## src/rtl/cmd_dispatcher.sv

```systemverilog
// cmd_dispatcher
//   Buffers decoded accelerator commands in an in-order FIFO and issues each
//   one to its target unit (of four) over a req/ack handshake. At most one
//   command is outstanding per unit. The head of the FIFO stalls while its
//   unit is busy, and commands are never reordered. Commands with a decoder
//   error are dropped and reported. NOP commands are consumed silently. An
//   issue that is not acknowledged within TIMEOUT_CYCLES is abandoned.
//
// Ports
//   clk, rst_n            clock, asynchronous active-low reset
//   cmd_valid/cmd_ready   command accept handshake
//   cmd_unit_id..cmd_err  decoded command fields and decoder error status
//   unit_req              one-hot issue request (bit = target unit)
//   unit_op..unit_size    issued command fields, held after the request drops
//   unit_ack              per-unit accept of unit_req
//   unit_done             per-unit single-cycle completion pulse
//   outstanding           per-unit busy bits
//   fifo_count            FIFO occupancy
//   err_drop              pulse: command dropped because cmd_err was nonzero
//   err_timeout           pulse: issue abandoned after timeout
//   timeout_unit          unit of the most recent timeout
module cmd_dispatcher #(
  parameter int FIFO_DEPTH     = 4,
  parameter int TIMEOUT_CYCLES = 255
) (
  input  logic                            clk,
  input  logic                            rst_n,
  input  logic                            cmd_valid,
  output logic                            cmd_ready,
  input  logic [1:0]                      cmd_unit_id,
  input  logic [1:0]                      cmd_op,
  input  logic [1:0]                      cmd_comp,
  input  logic [3:0]                      cmd_addr,
  input  logic [2:0]                      cmd_size,
  input  logic [1:0]                      cmd_err,
  output logic [3:0]                      unit_req,
  output logic [1:0]                      unit_op,
  output logic [1:0]                      unit_comp,
  output logic [3:0]                      unit_addr,
  output logic [2:0]                      unit_size,
  input  logic [3:0]                      unit_ack,
  input  logic [3:0]                      unit_done,
  output logic [3:0]                      outstanding,
  output logic [$clog2(FIFO_DEPTH):0]     fifo_count,
  output logic                            err_drop,
  output logic                            err_timeout,
  output logic [1:0]                      timeout_unit
);

  localparam int PW = $clog2(FIFO_DEPTH);
  localparam int CW = PW + 1;
  localparam int TW = $clog2(TIMEOUT_CYCLES + 1);
  localparam logic [CW-1:0] DEPTH_C = CW'(FIFO_DEPTH);
  // The counter starts at 0 in the first request cycle, so the last allowed
  // cycle is the one where it reads TIMEOUT_CYCLES-1.
  localparam logic [TW-1:0] TO_LAST = TW'(TIMEOUT_CYCLES - 1);

  typedef enum logic [1:0] {
    S_IDLE  = 2'd0,
    S_CHECK = 2'd1,
    S_ISSUE = 2'd2
  } state_t;

  state_t state, state_nx;

  // FIFO entry layout: {unit[12:11], op[10:9], comp[8:7], addr[6:3], size[2:0]}
  logic [12:0]   mem [FIFO_DEPTH];
  logic [PW-1:0] wr_ptr, rd_ptr;
  logic [12:0]   head;
  logic [1:0]    head_unit;
  logic          head_free;

  logic          accept, push, pop, drop;
  logic          ack_hit, timeout_hit, in_issue;
  logic [1:0]    issue_unit;
  logic [TW-1:0] to_cnt;
  logic [3:0]    ack_set;

  assign cmd_ready   = (fifo_count < DEPTH_C);
  assign accept      = cmd_valid & cmd_ready;
  assign drop        = accept & (cmd_err != 2'b00);
  assign push        = accept & (cmd_err == 2'b00) & (cmd_op != 2'b00);

  assign head        = mem[rd_ptr];
  assign head_unit   = head[12:11];
  // A done pulse in the same cycle frees the unit for the head command.
  assign head_free   = ~outstanding[head_unit] | unit_done[head_unit];

  assign in_issue    = (state == S_ISSUE);
  // unit_req is one-hot on the issued unit, so acks on other bits fall out.
  assign ack_hit     = |(unit_ack & unit_req);
  // An ack in the final cycle takes priority over the timeout.
  assign timeout_hit = ~ack_hit & (to_cnt == TO_LAST);
  assign ack_set     = (in_issue && ack_hit) ? unit_req : 4'b0000;

  always_comb begin
    state_nx = state;
    pop      = 1'b0;
    case (state)
      S_IDLE: begin
        if (fifo_count != '0 || push) state_nx = S_CHECK;
      end
      S_CHECK: begin
        if (fifo_count != '0 && head_free) begin
          pop      = 1'b1;
          state_nx = S_ISSUE;
        end
      end
      S_ISSUE: begin
        if (ack_hit || timeout_hit)
          state_nx = (fifo_count != '0 || push) ? S_CHECK : S_IDLE;
      end
      default: state_nx = S_IDLE;
    endcase
  end

  always_ff @(posedge clk or negedge rst_n) begin
    if (!rst_n) state <= S_IDLE;
    else        state <= state_nx;
  end

  // FIFO storage carries no reset; validity is tracked by the pointers.
  always_ff @(posedge clk) begin
    if (push) mem[wr_ptr] <= {cmd_unit_id, cmd_op, cmd_comp, cmd_addr, cmd_size};
  end

  always_ff @(posedge clk or negedge rst_n) begin
    if (!rst_n) begin
      wr_ptr     <= '0;
      rd_ptr     <= '0;
      fifo_count <= '0;
    end else begin
      if (push) wr_ptr <= wr_ptr + PW'(1);
      if (pop)  rd_ptr <= rd_ptr + PW'(1);
      case ({push, pop})
        2'b10:   fifo_count <= fifo_count + CW'(1);
        2'b01:   fifo_count <= fifo_count - CW'(1);
        default: fifo_count <= fifo_count;
      endcase
    end
  end

  always_ff @(posedge clk or negedge rst_n) begin
    if (!rst_n) begin
      unit_req     <= '0;
      unit_op      <= '0;
      unit_comp    <= '0;
      unit_addr    <= '0;
      unit_size    <= '0;
      issue_unit   <= '0;
      to_cnt       <= '0;
      outstanding  <= '0;
      err_drop     <= 1'b0;
      err_timeout  <= 1'b0;
      timeout_unit <= '0;
    end else begin
      err_drop    <= drop;
      err_timeout <= in_issue & timeout_hit;
      // A done pulse coinciding with an ack to the same unit leaves it busy.
      outstanding <= (outstanding & ~unit_done) | ack_set;

      if (pop) begin
        unit_req   <= 4'b0001 << head_unit;
        unit_op    <= head[10:9];
        unit_comp  <= head[8:7];
        unit_addr  <= head[6:3];
        unit_size  <= head[2:0];
        issue_unit <= head_unit;
        to_cnt     <= '0;
      end else if (in_issue) begin
        if (ack_hit || timeout_hit) unit_req <= '0;
        else                        to_cnt   <= to_cnt + TW'(1);
      end

      if (in_issue && timeout_hit) timeout_unit <= issue_unit;
    end
  end

endmodule

```

## config.mk

```make
export PLATFORM = sky130hd
export DESIGN_NAME = cmd_dispatcher
export DESIGN_NICKNAME = d
export VERILOG_FILES = /design/src/rtl/cmd_dispatcher.sv
export SDC_FILE = /design/constraint.sdc
export NUM_CORES = 1
export LEC_CHECK = 0
export ABC_AREA = 1
export ABC_CLOCK_PERIOD_IN_PS = 2800
export CORE_MARGIN = 2
export CORE_UTILIZATION = 45
export DETAILED_ROUTE_END_ITERATION = 8
export PLACE_DENSITY_LB_ADDON = 0.05
export SYNTH_ARGS = -nofsm -noshare
export SYNTH_HDL_FRONTEND = slang
export SYNTH_SLANG_ARGS = --single-unit
```

## constraint.sdc

```tcl
create_clock -name clk -period 2.8 [get_ports clk]
set_input_delay 0.42 -clock clk [delete_from_list [all_inputs] [get_ports clk]]
set_output_delay 0.42 -clock clk [all_outputs]
set_load 0.01 [all_outputs]
```

==> results of run 1 <==
[where the power goes]
part           total, W  leakage, nW  switching, W  internal, W
registers       0.00187         1.01      0.000175      0.00170
logic           0.00175         1.02       0.00103     0.000713
clock network  0.000799       0.0843      0.000455     0.000345
total           0.00442         2.11       0.00166      0.00276
[worst max-delay path, cell delays in order, from the launching register on]
cell                      delay [ns]
sky130_fd_sc_hd__dfrtp_2        0.47
sky130_fd_sc_hd__inv_2          0.13
sky130_fd_sc_hd__nand2_1        0.08
sky130_fd_sc_hd__nand3_1        0.10
sky130_fd_sc_hd__nand2_2        0.13
sky130_fd_sc_hd__nand2_1        0.08
sky130_fd_sc_hd__nand2_1        0.05
sky130_fd_sc_hd__nand2_1        0.05
sky130_fd_sc_hd__nand2_1        0.07
sky130_fd_sc_hd__nand2_2        0.11
sky130_fd_sc_hd__nand3_4        0.08
sky130_fd_sc_hd__inv_4          0.06
sky130_fd_sc_hd__ha_1           0.13
sky130_fd_sc_hd__inv_1          0.07
sky130_fd_sc_hd__fa_1           0.38
sky130_fd_sc_hd__a21oi_1        0.15
sky130_fd_sc_hd__o21ai_0        0.11
sky130_fd_sc_hd__xor2_1         0.15
[cell families after synthesis]
| logic type | synth area share, % |
|---|---|
| xor gates and xnor gates | 0.861 |
| DFF | 64.2 |
| and+or+nand+nor | 19.6 |
| AOI/OAI and AO/OA | 6.95 |
| adders and majority gates | 2.65 |
| buffers and inverters | 5.75 |
[per-layer routing]
metal | share of wire [%] | wire length, microns
met5 | 0 | 0
met4 | 1.4 | 116
met1 | 46 | 3780
met3 | 3.0 | 244
met2 | 50 | 4110
[flip-flops by register name, summed over array words and instances, names as in the netlist, 2 cells and up]
signal / flops
unit_size: 3
fifo_count: 3
to_cnt: 8
unit_comp: 2
unit_addr: 4
outstanding: 4
mem: 52
issue_unit: 2
unit_req: 4
state: 2
wr_ptr: 2
rd_ptr: 2
timeout_unit: 2
unit_op: 2
[worst min-delay path by stage]
stage,startpoint,endpoint
after floorplan,rst_n,err_drop$_DFF_PN0_
final,rst_n,unit_req[2]$_DFFE_PN0P_
after detailed placement,issue_unit[0]$_DFFE_PN0P_,timeout_unit[0]$_DFFE_PN0P_
after global routing,rst_n,unit_req[2]$_DFFE_PN0P_
after global placement,unit_addr[0]$_DFFE_PN0P_,unit_addr[0]$_DFFE_PN0P_
after CTS,rst_n,unit_req[2]$_DFFE_PN0P_
[cell usage in the layout (no fill, tap or decap), drive strengths merged, types with 7 or more instances in the layout]
cell type,n
nand2,111
ha,7
clkdlybuf4s50,51
clkbuf,12
inv,41
nor2,43
o21ai,34
nand3,25
buf,14
edfxtp,52
o22ai,11
dfrtp,42
[metrics by stage]
stage / hold WS, ns / worst slack (ns) / utilization (%) / area [sq um]
after floorplan: 0.124 / 0.372 / - / 4070
after global placement: 0.468 / 0.378 / 54.0 / 4730
after detailed placement: 0.464 / 0.281 / 54.0 / 4730
after CTS: 0.121 / 0.255 / 55.9 / 4900
after global routing: 0.163 / 0.00236 / 56.0 / 4900
final: 0.0989 / 0.294 / 56.0 / 4900
[cell type report]
cell class | count | area, sq um
multi-input cells | 253 | 1220
inverters | 40 | 153
fillers | 796 | 3860
clock inverters | 4 | 22.5
repair buffers | 65 | 613
flip-flops and latches | 94 | 2610
well taps | 108 | 135
clock buffers | 12 | 145
[timing repair]
| action | 4_1_cts | 5_1_grt |
|---|---|---|
| hold buffers | 0 | 0 |
| resized for setup | 0 | 1 |
| hold endpoints to repair | 0 | 0 |
| endpoints found under the setup margin | 0 | 1 |
==> flow_summary.ini, run 1 <==
[clock_network]
inserted_clock_buffers = 9
post_cts.repair.setup_buffers = 0
cts_htree_levels = 3
cts_root_buffer = sky130_fd_sc_hd__clkbuf_8
cts_tree = built
cts.sinks = 94
cts_buffer_depth = 2
clk_pin_slew_worst_paths_ns = 0.10
clock_latency_ns = 0.36

[worst_setup_path]
rr_startpoint = rd_ptr[0]$_DFFE_PN0P_
crit_path_start = rd_ptr[0]$_DFFE_PN0P_
critical_path_required_ns = 3.04
cp.arrival_ns = 2.74
path_max_fanout = 9
worstSetupEndpoint = fifo_count[2]$_DFFE_PN0P_
crit_type = flip-flop to flip-flop
r2r_end = fifo_count[2]$_DFFE_PN0P_
cp-end-kind = flip-flop
r2r_cell_count = 17
reg2reg_slack_ns = 0.29
critical_path.startpoint_type = flip-flop

[drt]
detailedRoute.firstIterationViolations = 123
num_vias = 2955
average_vias_per_placed_instance = 5.13
firstDrtPassIters = 4
post-route-drc-count = 0
detail_route.wl_per_cell_microns = 14.3
antenna_violating_nets_post_route = 0
finalWirelength_mm = 8.26

[yosys]
async_flop_share_pct = 44.7
synthesis.instances = 400
leading_cell_types_by_total_area_after_synthesis = sky130_fd_sc_hd__edfxtp_1 38%, sky130_fd_sc_hd__dfrtp_1 26%, sky130_fd_sc_hd__nand2_1 10%
synth_nets = 434
yosys_warnings = 0
syn_avg_cell_area_sq_um = 10.2
yosys.cell_count.top_type = sky130_fd_sc_hd__nand2_1
synth-seq-area-share_pct = 64.2
synth_ff_type = sky130_fd_sc_hd__edfxtp_1
synth_area_sq_mm = 0.00407
netlist.area_leader.share_pct = 38.4
yosys.cell_types.count = 30
number_of_flip_flops_and_latches_in_the_synthesized_netlist = 94
synth_common_cells = 108 x sky130_fd_sc_hd__nand2_1, 52 x sky130_fd_sc_hd__edfxtp_1, 43 x sky130_fd_sc_hd__nor2_1
synth_edf_count = 52
yosysTopAreaCell = sky130_fd_sc_hd__edfxtp_1

[global_routing]
grt.total_usage_pct = 17.9
global_route.usage.met2_pct = 31.1
grt_use_met3_pct = 2.77
antenna_found_initial = 0
vias_in_the_first_global_route = 2833
grt_first_pass_wirelength_mm = 13.8
use_met1_pct = 22.7
top_usage_layer = met2
largest_net_degree_at_the_start_of_global_routing = 31
grt_overflow = 0

[sta]
finalHoldViolations = 0
period_needed_ns = 2.51
period_share_pct = 89.5
max_slew_violation_count = 0
max_clock_freq_ghz = 0.399
fin_tns_setup_ns = 0
clock_skew_ns = 0.0179
grt_setup_unrepaired = false
max_slew.worst_pin.slew_ns = 0.707
max-slew-margin-rel_pct = 52.8
final-setup-viol-count = 0

[pwr]
leakage_nw = 2.11
total_power_w = 0.00442
worst_ir_drop_vdd_mv = 0.334
power_per_standard_cell_area_mw_per_mm2 = 901

[die]
floorplan.core_area_sq_mm = 0.00876
fp-row-count = 34
die_area_sq_mm = 0.00982
floorplan.initialDensity_pct = 46.4
chipWidth_microns = 99.1
pin_count = 53
die_h_microns = 99.1

[min_path]
worstHoldPathType = input pin to asynchronous set/reset pin

[place]
place.port_buffers = 52
place.detailed.hpwl_mm = 5.47
cell_count_post_placement = 560
globalplace.congestion = 0.776

[run]
drv.max_cap_violation_count = 0

[finish]
areaGrowthSynthToFinish_pct = 20.5
finish.net_count = 497
final_layout_size_suffix_gt1_share_pct = 8.33
final_instance_count_excl_fillers = 576
antenna-diode-count = 0

[status]
status = finished, final reports clean
(Power assumes the default switching activity.)
==> run 2: changes to the inputs <==
--- a/config.mk
+++ b/config.mk
@@ -7,9 +7,9 @@
 export LEC_CHECK = 0
 export ABC_AREA = 1
 export ABC_CLOCK_PERIOD_IN_PS = 2800
-export CORE_MARGIN = 2
 export CORE_UTILIZATION = 45
 export DETAILED_ROUTE_END_ITERATION = 8
+export GPL_ROUTABILITY_DRIVEN = 0
 export PLACE_DENSITY_LB_ADDON = 0.05
 export SYNTH_ARGS = -nofsm -noshare
 export SYNTH_HDL_FRONTEND = slang
==> flow_summary.ini, run 2 (synthesized netlist as in run 1, its figures left out) <==
[finish]
largest_register_ffs = 52
combined_area_of_the_multi_input_logic_cells_sq_mm = 0.00122
finish.net_count = 495
layout_common_cells = 108 x sky130_fd_sc_hd__nand2_1, 52 x sky130_fd_sc_hd__edfxtp_1, 51 x sky130_fd_sc_hd__clkdlybuf4s50_1
leading_cell_type_in_the_layout_fill_and_taps_excluded = sky130_fd_sc_hd__nand2_1
fin_util_pct = 56.7
regArea_sq_mm = 0.00261
largest_register = mem
fill_cells = 775
areaGrowthSynthToFinish_pct = 21.7
final_layout_size_suffix_gt1_share_pct = 8.37
antenna-diode-count = 0
biggestRegsByFlops = mem x52, to_cnt x8

[drt]
antenna_violating_nets_post_route = 0
finalWirelength_mm = 8.03
detail_route.wl_per_cell_microns = 14.0
average_vias_per_placed_instance = 4.89
detailedRoute.firstIterationViolations = 87
post-route-drc-count = 0
num_vias = 2806
firstDrtPassIters = 4

[worst_setup_path]
critical_path.startpoint_type = flip-flop
cp-end-kind = flip-flop
path_max_fanout = 9
cp.arrival_ns = 2.73
crit_type = flip-flop to flip-flop
worstPathCellList = inv_2, nand2_1, nand3_1, nand2_2, nand2_1, nand2_1, nand2_1, nand2_1, nand2_2, nand3_4, inv_4, ha_1, inv_1, fa_1, a21oi_1, o21ai_0, xor2_1
crit_path_frequent_cell = sky130_fd_sc_hd__nand2_1
rr_startpoint = rd_ptr[0]$_DFFE_PN0P_
critical_path_required_ns = 3.04
slowest_stage = sky130_fd_sc_hd__dfrtp_1
r2r_end = fifo_count[2]$_DFFE_PN0P_
critical_path.top_delay_family = simple AND/OR/NAND/NOR gates
reg2reg_slack_ns = 0.31
crit_path_max_incr_delay_ns = 0.48
r2r_cell_count = 17
critical_path_cell_count = 17
worstPathBufferInverterCount = 3

[global_routing]
vias_in_the_first_global_route = 2729
use_met1_pct = 23.1
antenna_found_initial = 0
top_usage_layer = met2
grt.total_usage_pct = 18.2
grt_first_pass_wirelength_mm = 13.3
largest_net_degree_at_the_start_of_global_routing = 43
global_route.usage.met2_pct = 31.5
grt_overflow = 0
grt_use_met3_pct = 3.24

[min_path]
worstHoldPathType = input pin to asynchronous set/reset pin

[place]
place.detailed.hpwl_mm = 5.16
place.port_buffers = 52

[sta]
clock_skew_ns = 0.00646
period_needed_ns = 2.49
max-slew-margin-rel_pct = 33.5
max_slew_violation_count = 0
fin_tns_setup_ns = 0
finalHoldViolations = 0
grt_setup_unrepaired = false
final-setup-viol-count = 0
max_slew.worst_pin.slew_ns = 0.998
max_clock_freq_ghz = 0.402
period_share_pct = 88.9

[clock_network]
cts_hold_buf = 0
cts_resized = 0
cts_root_buffer = sky130_fd_sc_hd__clkbuf_8
clock_latency_ns = 0.35
inserted_clock_buffers = 9
cts_htree_levels = 3
post_cts.repair.setup_buffers = 0
clk_pin_slew_worst_paths_ns = 0.09
cts_buffer_depth = 2
cts_tree = built
cts.sinks = 94

[die]
floorplan.initialDensity_pct = 46.6
chipWidth_microns = 97.1
die_area_sq_mm = 0.00942
die_h_microns = 97.1
fp-row-count = 34
pin_count = 53
floorplan.core_area_sq_mm = 0.00872

[pwr]
leakage_nw = 2.13
power_per_standard_cell_area_mw_per_mm2 = 934
total_power_w = 0.00462
worst_ir_drop_vdd_mv = 0.431

[run]
drv.max_cap_violation_count = 0

[status]
status = finished, final reports clean
## run 2: changes by cell type in the layout (fill, tap and decap cells not counted), moves of 2 or more
cell                        change
sky130_fd_sc_hd__bufinv_16      +2
sky130_fd_sc_hd__clkinv_4       +2
sky130_fd_sc_hd__buf_4          -2
sky130_fd_sc_hd__clkbuf_1       -2
## run 2: where the power goes
group	internal [W]	switching [W]	total [W]
clock network	0.000515	0.000494	0.00101
registers	0.00170	0.000172	0.00187
logic	0.000712	0.00103	0.00174
## run 2: layer usage
metal | share of wire, % | vias to the layer above
li1 | - | 1439
met1 | 47 | 1308
met2 | 48 | 51
met3 | 3.5 | 8
met4 | 1.3 | 0
met5 | 0 | -
## run 2: through the flow
step / setup slack [ns] / cell area [sq um] / instances / hold WS, ns
floorplan: 0.372 / 4070 / 400 / 0.124
global placement: 0.393 / 4720 / 558 / 0.464
detailed placement: 0.312 / 4720 / 558 / 0.464
CTS: 0.296 / 4950 / 574 / 0.259
global route: 0.0219 / 4950 / 574 / 0.320
finish: 0.311 / 4950 / 574 / 0.226
## run 2: area by class of cell
cell class              count  area share (%)
flip-flops and latches     94            52.8
repair buffers             63            12.1
well taps                 108            2.73
clock inverters             7            2.12
clock buffers               9            2.50
inverters                  40            3.08
multi-input cells         253            24.7
## run 2: worst max path at each step
stage / start / to / slack (ns)
2_1_floorplan: rd_ptr[1]$_DFFE_PN0P_ / fifo_count[2]$_DFFE_PN0P_ / 0.37
4_1_cts: rd_ptr[0]$_DFFE_PN0P_ / fifo_count[2]$_DFFE_PN0P_ / 0.30
6_report: rd_ptr[0]$_DFFE_PN0P_ / fifo_count[2]$_DFFE_PN0P_ / 0.31
3_5_place_dp: rd_ptr[0]$_DFFE_PN0P_ / fifo_count[2]$_DFFE_PN0P_ / 0.31
3_3_place_gp: rd_ptr[0]$_DFFE_PN0P_ / fifo_count[2]$_DFFE_PN0P_ / 0.39
5_1_grt: rd_ptr[0]$_DFFE_PN0P_ / fifo_count[2]$_DFFE_PN0P_ / 0.02
==> run 3: changes to the inputs <==
--- a/config.mk
+++ b/config.mk
@@ -11,6 +11,7 @@
 export DETAILED_ROUTE_END_ITERATION = 8
 export GPL_ROUTABILITY_DRIVEN = 0
 export PLACE_DENSITY_LB_ADDON = 0.05
+export RECOVER_POWER = 100
 export SYNTH_ARGS = -nofsm -noshare
 export SYNTH_HDL_FRONTEND = slang
 export SYNTH_SLANG_ARGS = --single-unit
==> flow_summary.ini, run 3 (synthesized netlist as in run 1, its figures left out) <==
[finish]
finish.net_count = 495
largest_register_ffs = 52
areaGrowthSynthToFinish_pct = 21.1
largest_register = mem
biggestRegsByFlops = mem x52, to_cnt x8
leading_cell_type_in_the_layout_fill_and_taps_excluded = sky130_fd_sc_hd__nand2_1
layout_common_cells = 108 x sky130_fd_sc_hd__nand2_1, 52 x sky130_fd_sc_hd__edfxtp_1, 43 x sky130_fd_sc_hd__nor2_1
fin_util_pct = 56.5
final_layout_size_suffix_gt1_share_pct = 7.08

[sta]
max_slew_violation_count = 0
max_clock_freq_ghz = 0.404
post-route-worst-setup-slack_ns = 0.322
period_share_pct = 88.5
period_needed_ns = 2.48
clock_skew_ns = 0.00679
finalHoldViolations = 0
final-setup-viol-count = 0
max-slew-margin-rel_pct = 25.2
hold-worst-slack_ns = 0.264
max_slew.worst_pin.slew_ns = 1.12
grt_setup_unrepaired = false
fin_tns_setup_ns = 0

[clock_network]
cts_resized = 0
cts_tree = built
cts_buffer_depth = 2
cts_hold_buf = 0
cts_root_buffer = sky130_fd_sc_hd__clkbuf_8
cts_htree_levels = 3
inserted_clock_buffers = 9
cts.sinks = 94
clk_pin_slew_worst_paths_ns = 0.09
post_cts.repair.setup_buffers = 0
clock_latency_ns = 0.35

[drt]
post-route-drc-count = 0
average_vias_per_placed_instance = 4.93
num_vias = 2833
detailedRoute.firstIterationViolations = 85
finalWirelength_mm = 8.00
firstDrtPassIters = 6
detail_route.wl_per_cell_microns = 13.9
antenna_violating_nets_post_route = 0

[die]
die_area_sq_mm = 0.00942
chipWidth_microns = 97.1
fp-row-count = 34
die_h_microns = 97.1
pin_count = 53
floorplan.core_area_sq_mm = 0.00872
floorplan.initialDensity_pct = 46.6

[global_routing]
vias_in_the_first_global_route = 2729
antenna_found_initial = 0
grt_overflow = 0
grt.total_usage_pct = 18.2
grt_first_pass_wirelength_mm = 13.3
largest_net_degree_at_the_start_of_global_routing = 43

[worst_setup_path]
critical_path.startpoint_type = flip-flop
r2r_cell_count = 17
cp.arrival_ns = 2.72
reg2reg_slack_ns = 0.32
rr_startpoint = rd_ptr[0]$_DFFE_PN0P_
r2r_end = fifo_count[2]$_DFFE_PN0P_
cp-end-kind = flip-flop
path_max_fanout = 9
crit_path_start = rd_ptr[0]$_DFFE_PN0P_
crit_type = flip-flop to flip-flop
critical_path_required_ns = 3.04

[run]
drv.max_cap_violation_count = 0

[pwr]
total_power_w = 0.00454
power_per_standard_cell_area_mw_per_mm2 = 921
leakage_nw = 2.16
worst_ir_drop_vdd_mv = 0.430

[status]
status = finished, final reports clean

[place]
place.port_buffers = 52
post-place-ws_ns = 0.312
place.detailed.hpwl_mm = 5.16

[min_path]
worstHoldPathType = input pin to asynchronous set/reset pin
[run 3: changes by cell type in the layout (fill, tap and decap cells not counted)]
cell,before,now
sky130_fd_sc_hd__clkbuf_1,0,6
sky130_fd_sc_hd__diode_2,0,1
sky130_fd_sc_hd__clkdlybuf4s50_1,51,11
sky130_fd_sc_hd__clkbuf_2,0,2
sky130_fd_sc_hd__o21ai_1,3,0
sky130_fd_sc_hd__buf_4,11,4
sky130_fd_sc_hd__o21ai_0,31,34
sky130_fd_sc_hd__buf_2,1,0
sky130_fd_sc_hd__dlygate4sd3_1,0,40
[run 3: routing by layer]
metal / vias to the layer above / routed length, microns / part of all wire, % / track usage (%)
li1: 1442 / - / - / -
met1: 1322 / 3720 / 47 / 23.1
met2: 60 / 3860 / 48 / 31.5
met3: 9 / 304 / 3.8 / 3.24
met4: 0 / 111 / 1.4 / 6.20
met5: - / 0 / 0 / 0
[run 3: critical path: stages (launching register included)]
cell,delay [ns]
sky130_fd_sc_hd__dfrtp_1,0.47
sky130_fd_sc_hd__inv_2,0.15
sky130_fd_sc_hd__nand2_1,0.08
sky130_fd_sc_hd__nand3_1,0.10
sky130_fd_sc_hd__nand2_2,0.12
sky130_fd_sc_hd__nand2_1,0.08
sky130_fd_sc_hd__nand2_1,0.06
sky130_fd_sc_hd__nand2_1,0.05
sky130_fd_sc_hd__nand2_1,0.06
sky130_fd_sc_hd__nand2_2,0.10
sky130_fd_sc_hd__nand3_4,0.08
sky130_fd_sc_hd__inv_4,0.06
sky130_fd_sc_hd__ha_1,0.12
sky130_fd_sc_hd__inv_1,0.06
sky130_fd_sc_hd__fa_1,0.37
sky130_fd_sc_hd__a21oi_1,0.14
sky130_fd_sc_hd__o21ai_0,0.11
sky130_fd_sc_hd__xor2_1,0.15
[run 3: area by class of cell]
| cell class | count | area, sq um |
|---|---|---|
| multi-input combinational | 253 | 1220 |
| clock inverter | 7 | 105 |
| sequential | 94 | 2610 |
| clock buffer | 9 | 124 |
| timing repair buffer | 63 | 573 |
| antenna | 1 | 2.50 |
| fill | 781 | 3790 |
| inverter | 40 | 153 |
| tap | 108 | 135 |
[run 3: how the worst max path moves through the flow]
| stage | to | slack (ns) | depth (start not counted) |
|---|---|---|---|
| 5_1_grt | fifo_count[2]$_DFFE_PN0P_ | 0.03 | 17 |
| 6_report | fifo_count[2]$_DFFE_PN0P_ | 0.32 | 17 |
| 4_1_cts | fifo_count[2]$_DFFE_PN0P_ | 0.30 | 17 |
| 3_3_place_gp | fifo_count[2]$_DFFE_PN0P_ | 0.39 | 17 |
| 2_1_floorplan | fifo_count[2]$_DFFE_PN0P_ | 0.37 | 17 |
| 3_5_place_dp | fifo_count[2]$_DFFE_PN0P_ | 0.31 | 17 |
[run 3: report_power, final]
part	internal, W	switching (W)
registers	0.00170	0.000165
clock network	0.000515	0.000497
logic	0.000642	0.00102
[run 3: per-stage QoR]
step	area [sq um]	instances
after floorplan	4070	400
after global placement	4720	558
after detailed placement	4720	558
after CTS	4950	574
after global routing	4920	574
final	4930	575
